`src/rtl/transducer_pwm.sv`:
```
// Per-transducer ultrasound PWM drive: samples duty/phase once per period,
// optionally slews them, and emits a phase-centred pulse locked to TIME.
module transducer_pwm #(
    parameter int unsigned CYCLE = 640
) (
    input  logic       CLK,
    input  logic       RST_N,
    input  logic [9:0] TIME,
    input  logic [7:0] DUTY,
    input  logic [7:0] PHASE,
    input  logic       SILENT,
    output logic       PWM_OUT
);

    localparam logic [9:0]  CYC   = 10'(CYCLE);
    localparam logic [9:0]  LAST  = 10'(CYCLE - 1);
    localparam logic [10:0] CYC_W = 11'(CYCLE);

    logic [7:0]  duty_tgt;
    logic [7:0]  phase_tgt;
    logic [7:0]  duty_cur;
    logic [7:0]  phase_cur;
    logic [9:0]  w_s;
    logic [9:0]  c_s;
    logic [9:0]  rise_p;
    logic [9:0]  fall_p;
    logic        w0_p;
    logic        vld_p;
    logic [9:0]  rise;
    logic [9:0]  fall;
    logic        w0;
    logic        live;

    logic [7:0]  duty_nx;
    logic [7:0]  phase_nx;
    logic [7:0]  phase_dlt;
    logic [9:0]  w_n;
    logic [9:0]  c_n;
    logic [9:0]  half;
    logic [9:0]  rise_n;
    logic [10:0] fall_sum;
    logic [9:0]  fall_n;
    logic        hi;

    assign phase_dlt = phase_tgt - phase_cur;

    always_comb begin
        duty_nx  = duty_tgt;
        phase_nx = phase_tgt;
        if (SILENT) begin
            duty_nx  = duty_cur;
            phase_nx = phase_cur;
            if (duty_cur < duty_tgt)
                duty_nx = duty_cur + 8'd1;
            else if (duty_cur > duty_tgt)
                duty_nx = duty_cur - 8'd1;
            // a half-turn tie resolves downward
            if (phase_dlt != 8'd0)
                phase_nx = phase_dlt[7] ? phase_cur - 8'd1
                                        : phase_cur + 8'd1;
        end
    end

    assign w_n  = 10'((18'(duty_cur) * 18'(CYC)) >> 9);
    assign c_n  = 10'((18'(phase_cur) * 18'(CYC)) >> 8);
    assign half = w_s >> 1;

    always_comb begin
        if (c_s >= half)
            rise_n = c_s - half;
        else
            rise_n = 10'(11'(c_s) + CYC_W - 11'(half));
        fall_sum = 11'(rise_n) + 11'(w_s);
        if (fall_sum >= CYC_W)
            fall_n = 10'(fall_sum - CYC_W);
        else
            fall_n = fall_sum[9:0];
    end

    // live stays low until a fully computed edge set has been committed
    always_comb begin
        hi = 1'b0;
        if (live && !w0) begin
            if (rise < fall)
                hi = (TIME >= rise) && (TIME < fall);
            else
                hi = (TIME >= rise) || (TIME < fall);
        end
    end

    always_ff @(posedge CLK or negedge RST_N) begin
        if (!RST_N) begin
            duty_tgt  <= '0;
            phase_tgt <= '0;
            duty_cur  <= '0;
            phase_cur <= '0;
            w_s       <= '0;
            c_s       <= '0;
            rise_p    <= '0;
            fall_p    <= '0;
            w0_p      <= 1'b0;
            vld_p     <= 1'b0;
            rise      <= '0;
            fall      <= '0;
            w0        <= 1'b0;
            live      <= 1'b0;
            PWM_OUT   <= 1'b0;
        end else begin
            PWM_OUT <= hi;
            case (TIME)
                LAST: begin
                    duty_tgt  <= DUTY;
                    phase_tgt <= PHASE;
                    rise      <= rise_p;
                    fall      <= fall_p;
                    w0        <= w0_p;
                    live      <= vld_p;
                end
                10'd0: begin
                    duty_cur  <= duty_nx;
                    phase_cur <= phase_nx;
                end
                10'd1: begin
                    w_s <= w_n;
                    c_s <= c_n;
                end
                10'd2: begin
                    rise_p <= rise_n;
                    fall_p <= fall_n;
                    w0_p   <= (w_s == 10'd0);
                    vld_p  <= 1'b1;
                end
                default: ;
            endcase
        end
    end

endmodule

```
`config.mk`:
```
export PLATFORM = sky130hd
export DESIGN_NAME = transducer_pwm
export DESIGN_NICKNAME = d
export VERILOG_FILES = /design/src/rtl/transducer_pwm.sv
export SDC_FILE = /design/constraint.sdc
export NUM_CORES = 1
export LEC_CHECK = 0
export CORE_MARGIN = 2
export CORE_UTILIZATION = 30
export CTS_BUF_LIST = sky130_fd_sc_hd__clkbuf_4 sky130_fd_sc_hd__clkbuf_8
export DETAILED_ROUTE_END_ITERATION = 8
export MAX_ROUTING_LAYER = met4
export PLACE_DENSITY_LB_ADDON = 0.2
export RECOVER_POWER = 100
export SYNTH_ARGS = -nofsm -noshare
export SYNTH_HDL_FRONTEND = slang
export SYNTH_SLANG_ARGS = --single-unit
```
`constraint.sdc`:
```
create_clock -name CLK -period 4 [get_ports CLK]
set_input_delay 0.8 -clock CLK [delete_from_list [all_inputs] [get_ports CLK]]
set_output_delay 0.8 -clock CLK [all_outputs]
set_load 0.05 [all_outputs]
```
==> flow_summary.html, run 1 <==
<table>
<tr><th>Metric</th><th>Value</th></tr>
<tr><th colspan="2">Power and ir drop</th></tr>
<tr><td>Power after layout</td><td>2.16 mW</td></tr>
<tr><td>P per Cell Area</td><td>about 250 nW/µm²</td></tr>
<tr><td>Leakage power</td><td>4.32 nW</td></tr>
<tr><td>VDD IR-drop max</td><td>0.116 mV</td></tr>
<tr><th colspan="2">Final layout</th></tr>
<tr><td>Filler cell count in the final layout</td><td>2506</td></tr>
<tr><td>Total Nets Final</td><td>1021</td></tr>
<tr><td>Number of antenna diodes</td><td>0</td></tr>
<tr><td>Cell area after layout</td><td>8730 µm²</td></tr>
<tr><td>Fraction of layout cells with a size suffix above 1</td><td>14.5%</td></tr>
<tr><td>Layout Area Growth over Synthesis</td><td>18.9%</td></tr>
<tr><th colspan="2">Setup path</th></tr>
<tr><td>Startpoint type of the worst setup path</td><td>flop</td></tr>
<tr><td>Highest cell delay on the worst timing path</td><td>500 ps</td></tr>
<tr><td>Sort of element at the end of the critical path</td><td>flop</td></tr>
<tr><td>Buffers plus inverters on the worst setup path</td><td>3</td></tr>
<tr><td>Cell family with most CP delay</td><td>compound AO/OA/AOI/OAI gates</td></tr>
<tr><td>Number of cells on the critical path</td><td>19</td></tr>
<tr><td>Maximum fanout count along the critical path</td><td>3</td></tr>
<tr><td>Data arrival at the endpoint of the critical path</td><td>~4300 ps</td></tr>
<tr><td>Critical register-to-register path endpoint</td><td>fall_p[8]</td></tr>
<tr><td>Slowest cell on the critical path</td><td>sky130_fd_sc_hd__fa_1</td></tr>
<tr><td>Crit path top cell by count</td><td>sky130_fd_sc_hd__inv_1</td></tr>
<tr><td>Path type of the worst setup path</td><td>flop to flop</td></tr>
<tr><td>Depth of the worst register-to-register path</td><td>19</td></tr>
<tr><td>Required time of the critical path</td><td>4290 ps</td></tr>
<tr><td>Worst path cell trace</td><td>inv_1, ha_2, inv_1, fa_1, o21bai_1, a21oi_1, o21bai_1, xnor2_1, a21oi_2, ha_4, o21a_1, o21a_1, a21oi_2, xnor2_2, inv_1, ha_2, o41a_1, o2111a_1, a311oi_2</td></tr>
<tr><td>Internal reg-to-reg setup slack</td><td>about 16 ps</td></tr>
<tr><td>Crit Reg-Reg Startpoint</td><td>w_s[3]</td></tr>
<tr><th colspan="2">Job</th></tr>
<tr><td>Max-capacitance violation count</td><td>1</td></tr>
<tr><th colspan="2">STA</th></tr>
<tr><td>Number of endpoints failing setup at the final stage</td><td>0</td></tr>
<tr><td>Clock Skew</td><td>18.4 ps</td></tr>
<tr><td>Number of max-slew violations in the final report</td><td>43</td></tr>
<tr><td>Slew of the pin with the lowest slew margin</td><td>2580 ps</td></tr>
<tr><td>Max_slew headroom</td><td>-72.0%</td></tr>
<tr><td>Highest clock rate</td><td>0.251 GHz</td></tr>
<tr><td>Final min period</td><td>around 4000 ps</td></tr>
<tr><td>Unrepaired setup endpoints after global routing</td><td>true</td></tr>
<tr><td>Final worst-path cycle share</td><td>between 90 and 100%</td></tr>
<tr><td>Number of hold violations in the final report</td><td>0</td></tr>
<tr><th colspan="2">Min path</th></tr>
<tr><td>Startpoint of the lowest-slack hold path</td><td>fall_p[4]</td></tr>
<tr><td>Min-Delay Path Class</td><td>flop to flop</td></tr>
<tr><td>Hold-critical path depth</td><td>2</td></tr>
<tr><td>Worst-case hold path end point</td><td>fall[4]</td></tr>
<tr><th colspan="2">Logic synthesis</th></tr>
<tr><td>Top area cells in the synthesized netlist</td><td>sky130_fd_sc_hd__dfrtp_1 33%, sky130_fd_sc_hd__ha_1 18%, sky130_fd_sc_hd__nand2_1 6.4%, sky130_fd_sc_hd__o21ai_0 5.9%, sky130_fd_sc_hd__fa_1 3.8%</td></tr>
<tr><td>Cell with the most instances after synthesis</td><td>sky130_fd_sc_hd__nand2_1</td></tr>
<tr><td>Number of warning messages in the yosys log</td><td>0</td></tr>
<tr><td>Post-Synthesis Net Count</td><td>944</td></tr>
<tr><td>Ranking of synthesized cells by instance count</td><td>125 x sky130_fd_sc_hd__nand2_1, 108 x sky130_fd_sc_hd__ha_1, 96 x sky130_fd_sc_hd__dfrtp_1</td></tr>
<tr><td>Syn Std Cell Area</td><td>7340 µm²</td></tr>
<tr><td>Synth Area in Simple Gates</td><td>12.9%</td></tr>
<tr><td>Sequential cell area fraction in the yosys report</td><td>32.7%</td></tr>
<tr><td>Compound-gate portion of the synthesized area</td><td>17.7%</td></tr>
<tr><td>Dominant cell type by area after synthesis</td><td>sky130_fd_sc_hd__dfrtp_1</td></tr>
<tr><td>Mux share of post-synthesis cell area</td><td>under 10%</td></tr>
<tr><td>Share of flip-flops with an asynchronous set or reset after synthesis</td><td>100%</td></tr>
<tr><td>Area share of the largest cell type after synthesis</td><td>32.7%</td></tr>
<tr><td>Post-synthesis cell count</td><td>between 700 and 800</td></tr>
<tr><td>Dominant register cell in the synthesized netlist</td><td>sky130_fd_sc_hd__dfrtp_1</td></tr>
<tr><td>Post-Synth XOR/XNOR Area</td><td>5.83%</td></tr>
<tr><td>Post-Synth Adder-Cell Area</td><td>22.4%</td></tr>
<tr><td>FF+latch count, synth</td><td>96</td></tr>
<tr><td>Dominant combinational cell family by area after synthesis</td><td>adder cells</td></tr>
<tr><td>Number of synthesized flops with an enable pin</td><td>0</td></tr>
<tr><td>Mean instance size in the synthesized netlist</td><td>9.25 µm²</td></tr>
<tr><td>Number of distinct standard cells referenced by the synthesized netlist</td><td>54</td></tr>
<tr><th colspan="2">Placed design</th></tr>
<tr><td>Area post-placement</td><td>approximately 8300 µm²</td></tr>
<tr><td>Routability-driven placement congestion ratio</td><td>roughly 0.86</td></tr>
<tr><td>DPL Wire Length</td><td>13100 µm</td></tr>
<tr><td>Count of buffers inserted at the top-level ports</td><td>29</td></tr>
<tr><th colspan="2">Clock tree</th></tr>
<tr><td>H-tree depth</td><td>3</td></tr>
<tr><td>Hold buffer count at CTS</td><td>0</td></tr>
<tr><td>Insertion delay to the later sink of the worst-skew pair</td><td>390 ps</td></tr>
<tr><td>Clock tree from TritonCTS</td><td>done</td></tr>
<tr><td>Maximum buffer depth of the clock tree</td><td>2</td></tr>
<tr><td>Clock root cell</td><td>sky130_fd_sc_hd__clkbuf_8</td></tr>
<tr><td>Clk sink count</td><td>96</td></tr>
<tr><td>Clock buffer count from CTS</td><td>9</td></tr>
<tr><td>Worst-path clk slew</td><td>approximately 110 ps</td></tr>
<tr><th colspan="2">Detailed routing</th></tr>
<tr><td>DRC violation total after the first TritonRoute iteration</td><td>about 190</td></tr>
<tr><td>Number of vias in the routed layout</td><td>5572</td></tr>
<tr><td>Via/cell ratio</td><td>approximately 4.6</td></tr>
<tr><td>DR DRC count</td><td>0</td></tr>
<tr><td>Number of iterations in the first detailed-routing pass</td><td>4</td></tr>
<tr><td>Detail-routed net length per standard cell</td><td>14.1 µm</td></tr>
<tr><td>DRT Wirelength</td><td>around 17000 µm</td></tr>
<tr><td>Final ANT Viol Nets</td><td>0</td></tr>
<tr><th colspan="2">Die</th></tr>
<tr><td>Count of standard-cell rows</td><td>57</td></tr>
<tr><td>Die outline area</td><td>25700 µm²</td></tr>
<tr><td>Starting density of the core</td><td>30.4%</td></tr>
<tr><td>Core area</td><td>24200 µm²</td></tr>
<tr><td>Vert. Die Dim</td><td>160 µm</td></tr>
<tr><td>Die Wd</td><td>160 µm</td></tr>
<tr><td>I/O pin count</td><td>30</td></tr>
<tr><th colspan="2">GRT</th></tr>
<tr><td>Wire length of the first global-routing pass</td><td>28500 µm</td></tr>
<tr><td>Grt total ovfl</td><td>0</td></tr>
<tr><td>Via count of the first global-routing pass</td><td>roughly 5700</td></tr>
<tr><td>Overall Global Routing Usage</td><td>between 10 and 15%</td></tr>
<tr><td>Initial antenna violation count</td><td>0</td></tr>
<tr><td>Pin count of the biggest net entering global routing</td><td>66</td></tr>
<tr><th colspan="2">Run status</th></tr>
<tr><td>Result of the run</td><td>finished with violations</td></tr>
<tr><td>Violations in the final reports</td><td>capacitance limit, slew limit</td></tr>
</table>
-- worst register-to-register path, stage by stage (launching register included) --
cell and delay (ps):
sky130_fd_sc_hd__dfrtp_1 390, sky130_fd_sc_hd__inv_1 80, sky130_fd_sc_hd__ha_2 180, sky130_fd_sc_hd__inv_1 50
sky130_fd_sc_hd__fa_1 500, sky130_fd_sc_hd__o21bai_1 240, sky130_fd_sc_hd__a21oi_1 100, sky130_fd_sc_hd__o21bai_1 220
sky130_fd_sc_hd__xnor2_1 120, sky130_fd_sc_hd__a21oi_2 210, sky130_fd_sc_hd__ha_4 230, sky130_fd_sc_hd__o21a_1 120
sky130_fd_sc_hd__o21a_1 200, sky130_fd_sc_hd__a21oi_2 200, sky130_fd_sc_hd__xnor2_2 140, sky130_fd_sc_hd__inv_1 90
sky130_fd_sc_hd__ha_2 190, sky130_fd_sc_hd__o41a_1 140, sky130_fd_sc_hd__o2111a_1 280, sky130_fd_sc_hd__a311oi_2 180
-- worst max path at each step --
stage / startpoint / to
after global routing: w_s[3] / fall_p[8]
final: w_s[3] / fall_p[8]
after floorplan: w_s[1] / fall_p[8]
after global placement: w_s[2] / fall_p[8]
after detailed placement: w_s[2] / fall_p[8]
after CTS: c_s[0] / fall_p[8]
-- where the power goes --
part,internal (mW),total (mW),switching [mW]
sequential,0.996,1.01,0.0180
clock,0.296,0.673,0.377
combinational,0.232,0.477,0.245
-- stage by stage --
stage	hold WS, ps	util (%)	setup TNS, ps	worst slack [ps]	cells
finish	471	36.1	0	16.1	1199
global route	493	36.1	-232	-181	1199
CTS	417	35.8	0	7.34	1190
detailed placement	454	34.5	-20.8	-20.8	1167
global placement	451	34.5	0	69.3	1167
floorplan	403	-	0	19.4	793
-- metal layers --
metal  up-vias  share of wire (%)  GRT usage, %
met1      2599                 48          17.9
met3        13                2.0          2.27
met5         -                  0             -
li1       2903                  -             -
met2        57                 49          23.8
met4         0                1.2          3.15
-- area by class of cell --
class                   count  area [µm²]  share of cell area, %
clock inverters             7        77.6                  0.889
flip-flops and latches     96        2400                   27.5
multi-input cells         609        4730                   54.1
repair buffers             86         738                   8.46
well taps                 324         405                   4.64
clock buffers               9         124                   1.42
inverters                  68         255                   2.92
-- cell families after synthesis --
kind of cell,after synthesis
buffers and inverters,88
and+or+nand+nor,208
xor gates and xnor gates,48
DFF,96
muxes,27
adders and majority gates,123
AOI/OAI and AO/OA,203
-- placed cells by master (no fill, tap or decap), drive strengths merged, types with 4 or more instances in the layout --
| cell type | count |
|---|---|
| nand2 | 125 |
| ha | 108 |
| dfrtp | 96 |
| o21ai | 91 |
| inv | 71 |
| buf | 54 |
| a21oi | 38 |
| xnor2 | 33 |
| a21o | 25 |
| clkdlybuf4s50 | 25 |
| nor2 | 19 |
| xor2 | 15 |
| mux2 | 15 |
| nor3 | 14 |
| fa | 14 |
| clkbuf | 13 |
| mux2i | 12 |
| o21bai | 10 |
| nor2b | 9 |
| nand2b | 8 |
| o21a | 8 |
| nand3 | 7 |
| nand4 | 6 |
| or3 | 6 |
| o22a | 5 |
| nor4 | 4 |
| o211ai | 4 |
| a211oi | 4 |
-- sequential cells by signal (all words and copies together) (netlist names) --
register   count
duty_cur       8
vld_p          1
phase_cur      8
phase_tgt      8
w0_p           1
w0             1
fall          10
duty_tgt       8
live           1
w_s            9
rise_p        10
fall_p        10
rise          10
PWM_OUT        1
c_s           10
-- what timing repair did --
action                     in CTS  in global routing
gates cloned                    1                  0
setup endpoints to repair       1                  3
gates resized for setup        12                 16
pin swaps                      11                 26
buffers inserted                6                 10
Note: power is estimated with default switching activity, not from simulation.
==> run 2: changes to the inputs <==
--- a/config.mk
+++ b/config.mk
@@ -10,7 +10,6 @@
 export CTS_BUF_LIST = sky130_fd_sc_hd__clkbuf_4 sky130_fd_sc_hd__clkbuf_8
 export DETAILED_ROUTE_END_ITERATION = 8
 export MAX_ROUTING_LAYER = met4
-export PLACE_DENSITY_LB_ADDON = 0.2
 export RECOVER_POWER = 100
 export SYNTH_ARGS = -nofsm -noshare
 export SYNTH_HDL_FRONTEND = slang
==> run 2 against run 1 <==
  * The run still ends with capacitance limit, slew limit left
  * Hold slack worse by 32 ps
  * Sequential share of layout area up 0.16 points
  * Sequential power about the same
  * Maximum frequency up 1.6%
  * Largest cell class unchanged
  * Register-to-register slack better by 60 ps
  * Combinational power down 1%
  * Critical path type unchanged
  * Via count up 1.1%
  * Core utilization down 0.21 points
==> flow_summary.html, run 2 (synthesis results as in run 1) <==
<table>
<tr><th>Metric</th><th>Value</th></tr>
<tr><th colspan="2">Job</th></tr>
<tr><td>Max-capacitance violation count</td><td>1 (unchanged)</td></tr>
<tr><th colspan="2">STA</th></tr>
<tr><td>Unrepaired setup endpoints after global routing</td><td>true</td></tr>
<tr><td>Clock Skew</td><td>13.5 ps (-4.91 ps)</td></tr>
<tr><td>Worst Setup Slack, final</td><td>78.3 ps (+62.3 ps)</td></tr>
<tr><td>Final min period</td><td>3920 ps (-62.3 ps)</td></tr>
<tr><td>Number of max-slew violations in the final report</td><td>39 (-9.3%)</td></tr>
<tr><td>Post-Route Hold Slack</td><td>439 ps (-31.9 ps)</td></tr>
<tr><td>Max_slew headroom</td><td>-36.9% (+35 points)</td></tr>
<tr><td>Slew of the pin with the lowest slew margin</td><td>2050 ps (-527 ps)</td></tr>
<tr><td>Final worst-path cycle share</td><td>98.0% (-1.6 points)</td></tr>
<tr><td>Number of hold violations in the final report</td><td>0 (unchanged)</td></tr>
<tr><td>Total Negative Setup Slacks</td><td>0 ps (unchanged)</td></tr>
<tr><td>Number of endpoints failing setup at the final stage</td><td>0 (unchanged)</td></tr>
<tr><td>Highest clock rate</td><td>0.255 GHz (+1.6%)</td></tr>
<tr><th colspan="2">Power and ir drop</th></tr>
<tr><td>P per Cell Area</td><td>243 nW/µm² (-1.9%)</td></tr>
<tr><td>VDD IR-drop max</td><td>0.199 mV (+71%)</td></tr>
<tr><td>Leakage power</td><td>4.27 nW (-1.1%)</td></tr>
<tr><td>Power after layout</td><td>2.11 mW (-2.5%)</td></tr>
<tr><th colspan="2">Final layout</th></tr>
<tr><td>Number of antenna diodes</td><td>0 (unchanged)</td></tr>
<tr><td>Top library cells by usage in the layout, fill and taps aside</td><td>122 x sky130_fd_sc_hd__nand2_1, 102 x sky130_fd_sc_hd__ha_1, 96 x sky130_fd_sc_hd__dfrtp_1</td></tr>
<tr><td>Layout Area Growth over Synthesis</td><td>18.2%</td></tr>
<tr><td>Total Nets Final</td><td>1017 (-0.39%)</td></tr>
<tr><td>Final instance count without filler cells</td><td>1195 (-0.33%)</td></tr>
<tr><td>Commonest non-fill, non-tap cell in the layout</td><td>sky130_fd_sc_hd__nand2_1</td></tr>
<tr><td>FF/Latch Area</td><td>2400 µm² (unchanged)</td></tr>
<tr><td>Footprint of the multi-input gates</td><td>4750 µm² (+0.53%)</td></tr>
<tr><td>Cell area after layout</td><td>8680 µm² (-0.59%)</td></tr>
<tr><td>Filler cell count in the final layout</td><td>2476 (-1.2%)</td></tr>
<tr><td>Final standard cell utilization of the core</td><td>35.9% (-0.21 points)</td></tr>
<tr><td>Fraction of layout cells with a size suffix above 1</td><td>14.8% (+0.30 points)</td></tr>
<tr><th colspan="2">Detailed routing</th></tr>
<tr><td>Via/cell ratio</td><td>4.72 (+1.5%)</td></tr>
<tr><td>Number of iterations in the first detailed-routing pass</td><td>4 (unchanged)</td></tr>
<tr><td>DR DRC count</td><td>0 (unchanged)</td></tr>
<tr><td>Final ANT Viol Nets</td><td>0 (unchanged)</td></tr>
<tr><td>Detail-routed net length per standard cell</td><td>13.4 µm (-4.8%)</td></tr>
<tr><td>DRC violation total after the first TritonRoute iteration</td><td>249 (+32%)</td></tr>
<tr><td>Number of vias in the routed layout</td><td>5635 (+1.1%)</td></tr>
<tr><td>DRT Wirelength</td><td>16000 µm (-5.1%)</td></tr>
<tr><th colspan="2">GRT</th></tr>
<tr><td>Pin count of the biggest net entering global routing</td><td>66 (unchanged)</td></tr>
<tr><td>Via count of the first global-routing pass</td><td>5565 (-1.7%)</td></tr>
<tr><td>Overall Global Routing Usage</td><td>13.3% (-0.81 points)</td></tr>
<tr><td>Wire length of the first global-routing pass</td><td>27400 µm (-3.8%)</td></tr>
<tr><td>Initial antenna violation count</td><td>0 (unchanged)</td></tr>
<tr><td>Grt total ovfl</td><td>0 (unchanged)</td></tr>
<tr><th colspan="2">Setup path</th></tr>
<tr><td>Maximum fanout count along the critical path</td><td>3 (unchanged)</td></tr>
<tr><td>Worst path cell trace</td><td>inv_1, ha_1, inv_1, fa_1, o21bai_1, a21oi_1, o21bai_1, xnor2_1, a21oi_2, ha_1, o21a_1, o21a_1, a21oi_2, xnor2_1, inv_1, ha_2, o41a_1, o2111a_1, a311oi_2</td></tr>
<tr><td>Cell family with most CP delay</td><td>compound AO/OA/AOI/OAI gates</td></tr>
<tr><td>Buffers plus inverters on the worst setup path</td><td>3 (unchanged)</td></tr>
<tr><td>Highest cell delay on the worst timing path</td><td>480 ps (-20 ps)</td></tr>
<tr><td>Sort of element at the end of the critical path</td><td>flop</td></tr>
<tr><td>Required time of the critical path</td><td>4290 ps (about the same)</td></tr>
<tr><td>Data arrival at the endpoint of the critical path</td><td>4220 ps (-50 ps)</td></tr>
<tr><td>Internal reg-to-reg setup slack</td><td>80 ps (+60 ps)</td></tr>
<tr><td>Slowest cell on the critical path</td><td>sky130_fd_sc_hd__fa_1</td></tr>
<tr><td>Path type of the worst setup path</td><td>flop to flop</td></tr>
<tr><td>Crit path top cell by count</td><td>sky130_fd_sc_hd__inv_1</td></tr>
<tr><td>Startpoint type of the worst setup path</td><td>flop</td></tr>
<tr><th colspan="2">Clock tree</th></tr>
<tr><td>Worst-path clk slew</td><td>110 ps (about the same)</td></tr>
<tr><td>Hold buffer count at CTS</td><td>0 (unchanged)</td></tr>
<tr><td>Insertion delay to the later sink of the worst-skew pair</td><td>380 ps (about the same)</td></tr>
<tr><td>Clock tree from TritonCTS</td><td>done</td></tr>
<tr><td>Clock root cell</td><td>sky130_fd_sc_hd__clkbuf_8</td></tr>
<tr><td>Clock buffer count from CTS</td><td>9 (unchanged)</td></tr>
<tr><td>H-tree depth</td><td>3 (unchanged)</td></tr>
<tr><td>Maximum buffer depth of the clock tree</td><td>2 (unchanged)</td></tr>
<tr><td>Clk sink count</td><td>96 (unchanged)</td></tr>
<tr><th colspan="2">Placed design</th></tr>
<tr><td>DPL Wire Length</td><td>12400 µm (-5.0%)</td></tr>
<tr><td>Area post-placement</td><td>8290 µm² (-0.57%)</td></tr>
<tr><td>Routability-driven placement congestion ratio</td><td>0.929 (+8.6%)</td></tr>
<tr><td>Setup Slack @ Placement</td><td>-58.8 ps (-37.9 ps)</td></tr>
<tr><td>Cell total after placement</td><td>1164 (-0.26%)</td></tr>
<tr><td>Count of buffers inserted at the top-level ports</td><td>29 (unchanged)</td></tr>
<tr><th colspan="2">Die</th></tr>
<tr><td>Core area</td><td>24200 µm² (unchanged)</td></tr>
<tr><td>I/O pin count</td><td>30 (unchanged)</td></tr>
<tr><td>Starting density of the core</td><td>30.4% (unchanged)</td></tr>
<tr><td>Count of standard-cell rows</td><td>57 (unchanged)</td></tr>
<tr><td>Die Wd</td><td>160 µm (unchanged)</td></tr>
<tr><td>Vert. Die Dim</td><td>160 µm (unchanged)</td></tr>
<tr><td>Die outline area</td><td>25700 µm² (unchanged)</td></tr>
<tr><th colspan="2">Min path</th></tr>
<tr><td>Min-Delay Path Class</td><td>flop to flop</td></tr>
<tr><th colspan="2">Run status</th></tr>
<tr><td>Result of the run</td><td>finished with violations</td></tr>
<tr><td>Violations in the final reports</td><td>capacitance limit, slew limit</td></tr>
</table>
==> run 2: cell types whose count changed in the layout (fill, tap and decap cells not counted), sizes merged <==
| cell | change |
|---|---|
| buf | -6 |
| bufinv | -1 |
| clkbuf | +2 |
| inv | +1 |
==> run 2: worst reg2reg max path, stage by stage, from the launching register on <==
cell	delay, ps
sky130_fd_sc_hd__dfrtp_1	420
sky130_fd_sc_hd__inv_1	80
sky130_fd_sc_hd__ha_1	180
sky130_fd_sc_hd__inv_1	60
sky130_fd_sc_hd__fa_1	480
sky130_fd_sc_hd__o21bai_1	210
sky130_fd_sc_hd__a21oi_1	100
sky130_fd_sc_hd__o21bai_1	210
sky130_fd_sc_hd__xnor2_1	170
sky130_fd_sc_hd__a21oi_2	80
sky130_fd_sc_hd__ha_1	310
sky130_fd_sc_hd__o21a_1	130
sky130_fd_sc_hd__o21a_1	200
sky130_fd_sc_hd__a21oi_2	180
sky130_fd_sc_hd__xnor2_1	170
sky130_fd_sc_hd__inv_1	100
sky130_fd_sc_hd__ha_2	190
sky130_fd_sc_hd__o41a_1	120
sky130_fd_sc_hd__o2111a_1	260
sky130_fd_sc_hd__a311oi_2	190
==> run 2: repair_timing <==
item	in CTS	in global routing
endpoints found under the setup margin	1	3
pin swaps	7	20
buffers inserted	4	11
resized for setup	5	29
==> run 2: area by class of cell <==
type / count / area share, %
Timing Repair Buffer: 82 / 7.77
Multi-Input combinational cell: 609 / 54.8
Clock inverter: 7 / 0.721
Inverter: 68 / 2.97
Tap cell: 324 / 4.67
Sequential cell: 96 / 27.7
Clock buffer: 9 / 1.43
==> run 2: worst paths after layout <==
check                             from      endpoint  cells past startpoint
worst max-delay path            w_s[3]     fall_p[8]                     19
worst min-delay path                w0       PWM_OUT                      1
worst max register to register  w_s[3]     fall_p[8]                     19
worst min register to register      w0       PWM_OUT                      1
max in group asynchronous        RST_N  phase_cur[1]                      2
min in group asynchronous        RST_N       fall[1]                      1
==> run 2: layer usage <==
metal / GRT usage [%] / share of wire (%) / vias to the layer above
li1: - / - / 2901
met1: 17.5 / 49 / 2665
met2: 21.4 / 47 / 56
met3: 2.38 / 2.3 / 13
met4: 2.95 / 1.4 / 0
met5: - / 0 / -
==> run 2: power breakdown <==
group / switching (mW) / leakage, nW / internal, mW / total [mW]
Clock: 0.386 / 0.0927 / 0.239 / 0.626
Sequential: 0.0179 / 1.19 / 0.996 / 1.01
Combinational: 0.244 / 2.99 / 0.226 / 0.470
Total: 0.648 / 4.27 / 1.46 / 2.11
==> run 3: changes to the inputs <==
--- a/config.mk
+++ b/config.mk
@@ -5,6 +5,7 @@
 export SDC_FILE = /design/constraint.sdc
 export NUM_CORES = 1
 export LEC_CHECK = 0
+export CAP_MARGIN = 20
 export CORE_MARGIN = 2
 export CORE_UTILIZATION = 30
 export CTS_BUF_LIST = sky130_fd_sc_hd__clkbuf_4 sky130_fd_sc_hd__clkbuf_8
==> run 3 against run 2 <==
  * The flow still finishes with violations (capacitance limit, slew limit)
  * Hold slack worse by 6.4 ps
  * Critical path depth is 2 lower
  * Sequential power hardly changed
  * Cell count stayed put
  * Clock-buffer cell count stayed put
  * Critical path type unchanged
==> flow_summary.html, run 3 (synthesis results as in run 1) <==
<table>
<tr><th>Metric</th><th>Value</th></tr>
<tr><th colspan="2">Detailed routing</th></tr>
<tr><td>Number of vias in the routed layout</td><td>5655 (+0.35%)</td></tr>
<tr><td>Number of iterations in the first detailed-routing pass</td><td>4 (unchanged)</td></tr>
<tr><td>DR DRC count</td><td>0 (unchanged)</td></tr>
<tr><td>Via/cell ratio</td><td>4.73 (+0.35%)</td></tr>
<tr><td>Final ANT Viol Nets</td><td>0 (unchanged)</td></tr>
<tr><td>DRT Wirelength</td><td>15900 µm (-0.59%)</td></tr>
<tr><td>DRC violation total after the first TritonRoute iteration</td><td>238 (-4.4%)</td></tr>
<tr><td>Detail-routed net length per standard cell</td><td>13.3 µm (-0.59%)</td></tr>
<tr><th colspan="2">Die</th></tr>
<tr><td>Die Wd</td><td>160 µm (unchanged)</td></tr>
<tr><td>Vert. Die Dim</td><td>160 µm (unchanged)</td></tr>
<tr><td>Count of standard-cell rows</td><td>57 (unchanged)</td></tr>
<tr><td>Die outline area</td><td>25700 µm² (unchanged)</td></tr>
<tr><td>Core area</td><td>24200 µm² (unchanged)</td></tr>
<tr><td>I/O pin count</td><td>30 (unchanged)</td></tr>
<tr><td>Starting density of the core</td><td>30.4% (unchanged)</td></tr>
<tr><th colspan="2">Clock tree</th></tr>
<tr><td>Insertion delay to the later sink of the worst-skew pair</td><td>380 ps (about the same)</td></tr>
<tr><td>Worst-path clk slew</td><td>110 ps (about the same)</td></tr>
<tr><td>H-tree depth</td><td>3 (unchanged)</td></tr>
<tr><td>Clock root cell</td><td>sky130_fd_sc_hd__clkbuf_8</td></tr>
<tr><td>Clk sink count</td><td>96 (unchanged)</td></tr>
<tr><td>Clock buffer count from CTS</td><td>9 (unchanged)</td></tr>
<tr><td>Maximum buffer depth of the clock tree</td><td>2 (unchanged)</td></tr>
<tr><td>Clock tree from TritonCTS</td><td>done</td></tr>
<tr><th colspan="2">Job</th></tr>
<tr><td>Max-capacitance violation count</td><td>1 (unchanged)</td></tr>
<tr><th colspan="2">Setup path</th></tr>
<tr><td>Data arrival at the endpoint of the critical path</td><td>4230 ps (about the same)</td></tr>
<tr><td>Required time of the critical path</td><td>4290 ps (about the same)</td></tr>
<tr><td>Sort of element at the end of the critical path</td><td>flop</td></tr>
<tr><td>Path type of the worst setup path</td><td>flop to flop</td></tr>
<tr><td>Startpoint type of the worst setup path</td><td>flop</td></tr>
<tr><td>Maximum fanout count along the critical path</td><td>3 (unchanged)</td></tr>
<tr><th colspan="2">STA</th></tr>
<tr><td>Highest clock rate</td><td>0.254 GHz (-0.46%)</td></tr>
<tr><td>Unrepaired setup endpoints after global routing</td><td>true</td></tr>
<tr><td>Final min period</td><td>3940 ps (+18.1 ps)</td></tr>
<tr><td>Slew of the pin with the lowest slew margin</td><td>2040 ps (-10.4 ps)</td></tr>
<tr><td>Max_slew headroom</td><td>-36.2% (+0.69 points)</td></tr>
<tr><td>Number of max-slew violations in the final report</td><td>39 (unchanged)</td></tr>
<tr><td>Final worst-path cycle share</td><td>98.5% (+0.45 points)</td></tr>
<tr><td>Clock Skew</td><td>13.6 ps (+0.0363 ps)</td></tr>
<tr><td>Number of endpoints failing setup at the final stage</td><td>0 (unchanged)</td></tr>
<tr><td>Number of hold violations in the final report</td><td>0 (unchanged)</td></tr>
<tr><th colspan="2">GRT</th></tr>
<tr><td>Grt total ovfl</td><td>0 (unchanged)</td></tr>
<tr><td>Overall Global Routing Usage</td><td>13.2% (-0.058 points)</td></tr>
<tr><td>Initial antenna violation count</td><td>0 (unchanged)</td></tr>
<tr><td>Via count of the first global-routing pass</td><td>5638 (+1.3%)</td></tr>
<tr><td>Pin count of the biggest net entering global routing</td><td>66 (unchanged)</td></tr>
<tr><td>Wire length of the first global-routing pass</td><td>27300 µm (-0.30%)</td></tr>
<tr><th colspan="2">Run status</th></tr>
<tr><td>Result of the run</td><td>finished with violations</td></tr>
<tr><td>Violations in the final reports</td><td>capacitance limit, slew limit</td></tr>
<tr><th colspan="2">Final layout</th></tr>
<tr><td>FF/Latch Area</td><td>2400 µm² (unchanged)</td></tr>
<tr><td>Number of antenna diodes</td><td>0 (unchanged)</td></tr>
<tr><td>Footprint of the multi-input gates</td><td>4780 µm² (+0.71%)</td></tr>
<tr><td>Final standard cell utilization of the core</td><td>36.0% (+0.13 points)</td></tr>
<tr><td>Layout Area Growth over Synthesis</td><td>18.7%</td></tr>
<tr><td>Commonest non-fill, non-tap cell in the layout</td><td>sky130_fd_sc_hd__nand2_1</td></tr>
<tr><td>Filler cell count in the final layout</td><td>2472 (-0.16%)</td></tr>
<tr><td>Fraction of layout cells with a size suffix above 1</td><td>14.8% (unchanged)</td></tr>
<tr><td>Cell area after layout</td><td>8710 µm² (+0.37%)</td></tr>
<tr><td>Total Nets Final</td><td>1017 (unchanged)</td></tr>
<tr><td>Final instance count without filler cells</td><td>1195 (unchanged)</td></tr>
<tr><td>Top library cells by usage in the layout, fill and taps aside</td><td>123 x sky130_fd_sc_hd__nand2_1, 100 x sky130_fd_sc_hd__ha_1, 96 x sky130_fd_sc_hd__dfrtp_1</td></tr>
<tr><th colspan="2">Placed design</th></tr>
<tr><td>Area post-placement</td><td>8300 µm² (about the same)</td></tr>
<tr><td>Cell total after placement</td><td>1165 (+0.086%)</td></tr>
<tr><td>Count of buffers inserted at the top-level ports</td><td>29 (unchanged)</td></tr>
<tr><td>Routability-driven placement congestion ratio</td><td>0.929 (unchanged)</td></tr>
<tr><td>DPL Wire Length</td><td>12400 µm (+0.12%)</td></tr>
<tr><th colspan="2">Min path</th></tr>
<tr><td>Min-Delay Path Class</td><td>flop to flop</td></tr>
<tr><th colspan="2">Power and ir drop</th></tr>
<tr><td>VDD IR-drop max</td><td>0.177 mV (-11%)</td></tr>
<tr><td>Leakage power</td><td>4.29 nW (+0.43%)</td></tr>
<tr><td>P per Cell Area</td><td>242 nW/µm² (-0.64%)</td></tr>
</table>
==> run 3: cell count changes in the layout (fill, tap and decap cells not counted), sizes merged <==
cell	delta
clkinv	+2
inv	-1
clkinvlp	-1
==> run 3: final timing paths <==
| path | cells after the start | end | slack, ps | startpoint |
|---|---|---|---|---|
| max | 17 | fall_p[8] | 60 | w_s[3] |
| min | 1 | PWM_OUT | 430 | w0 |
| max reg2reg | 17 | fall_p[8] | 60 | w_s[3] |
| min reg2reg | 1 | PWM_OUT | 430 | w0 |
| max in group asynchronous | 2 | phase_cur[1] | 1310 | RST_N |
| min in group asynchronous | 1 | fall[1] | 990 | RST_N |
==> run 3: worst max-delay path: stages, from the launching register on <==
cell and delay [ps]:
sky130_fd_sc_hd__dfrtp_1 370, sky130_fd_sc_hd__inv_1 60, sky130_fd_sc_hd__ha_1 210, sky130_fd_sc_hd__inv_1 70, sky130_fd_sc_hd__fa_2 470, sky130_fd_sc_hd__o21bai_1 230, sky130_fd_sc_hd__a21oi_1 100, sky130_fd_sc_hd__o21bai_1 230
sky130_fd_sc_hd__xnor2_1 160, sky130_fd_sc_hd__a21oi_2 80, sky130_fd_sc_hd__ha_1 320, sky130_fd_sc_hd__o21a_1 140, sky130_fd_sc_hd__o21a_1 210, sky130_fd_sc_hd__a21oi_2 220, sky130_fd_sc_hd__xnor2_2 100, sky130_fd_sc_hd__o41a_1 450
sky130_fd_sc_hd__o2111a_1 250, sky130_fd_sc_hd__a311oi_2 190
==> run 3: cell type report <==
class | count | area share [%]
inverters | 68 | 2.93
flip-flops and latches | 96 | 27.6
well taps | 324 | 4.65
repair buffers | 82 | 7.74
clock inverters | 7 | 0.733
multi-input cells | 609 | 54.9
clock buffers | 9 | 1.42
==> run 3: power breakdown <==
part / switching (mW) / internal [mW] / leakage [nW]
Sequential: 0.0181 / 0.996 / 1.19
Clock: 0.385 / 0.240 / 0.0963
Combinational: 0.241 / 0.224 / 3.01
==> run 3: routing by layer <==
metal	global-route usage [%]	routed length, µm	share of wire [%]	vias up
met1	17.4	7740	49	2674
met4	2.78	226	1.4	0
met5	-	0	0	-
met3	2.20	464	2.9	16
met2	21.6	7480	47	67
li1	-	-	-	2898
==> run 3: through the flow <==
step           hold WS [ps]  TNS (ps)  worst slack, ps  power, mW
4_1_cts                 381         0             6.66       2.12
3_3_place_gp            432         0             74.0       1.46
6_report                433         0             60.2       2.10
3_5_place_dp            425     -71.6            -71.6       1.47
5_1_grt                 457      -411             -186       2.24
2_1_floorplan           403         0             19.4       1.32
==> run 3: repair_timing <==
item,4_1_cts,5_1_grt
setup endpoints to repair,1,3
buffers inserted,6,8
gates resized for setup,8,28
pin swaps,11,27
hold buffers,0,0
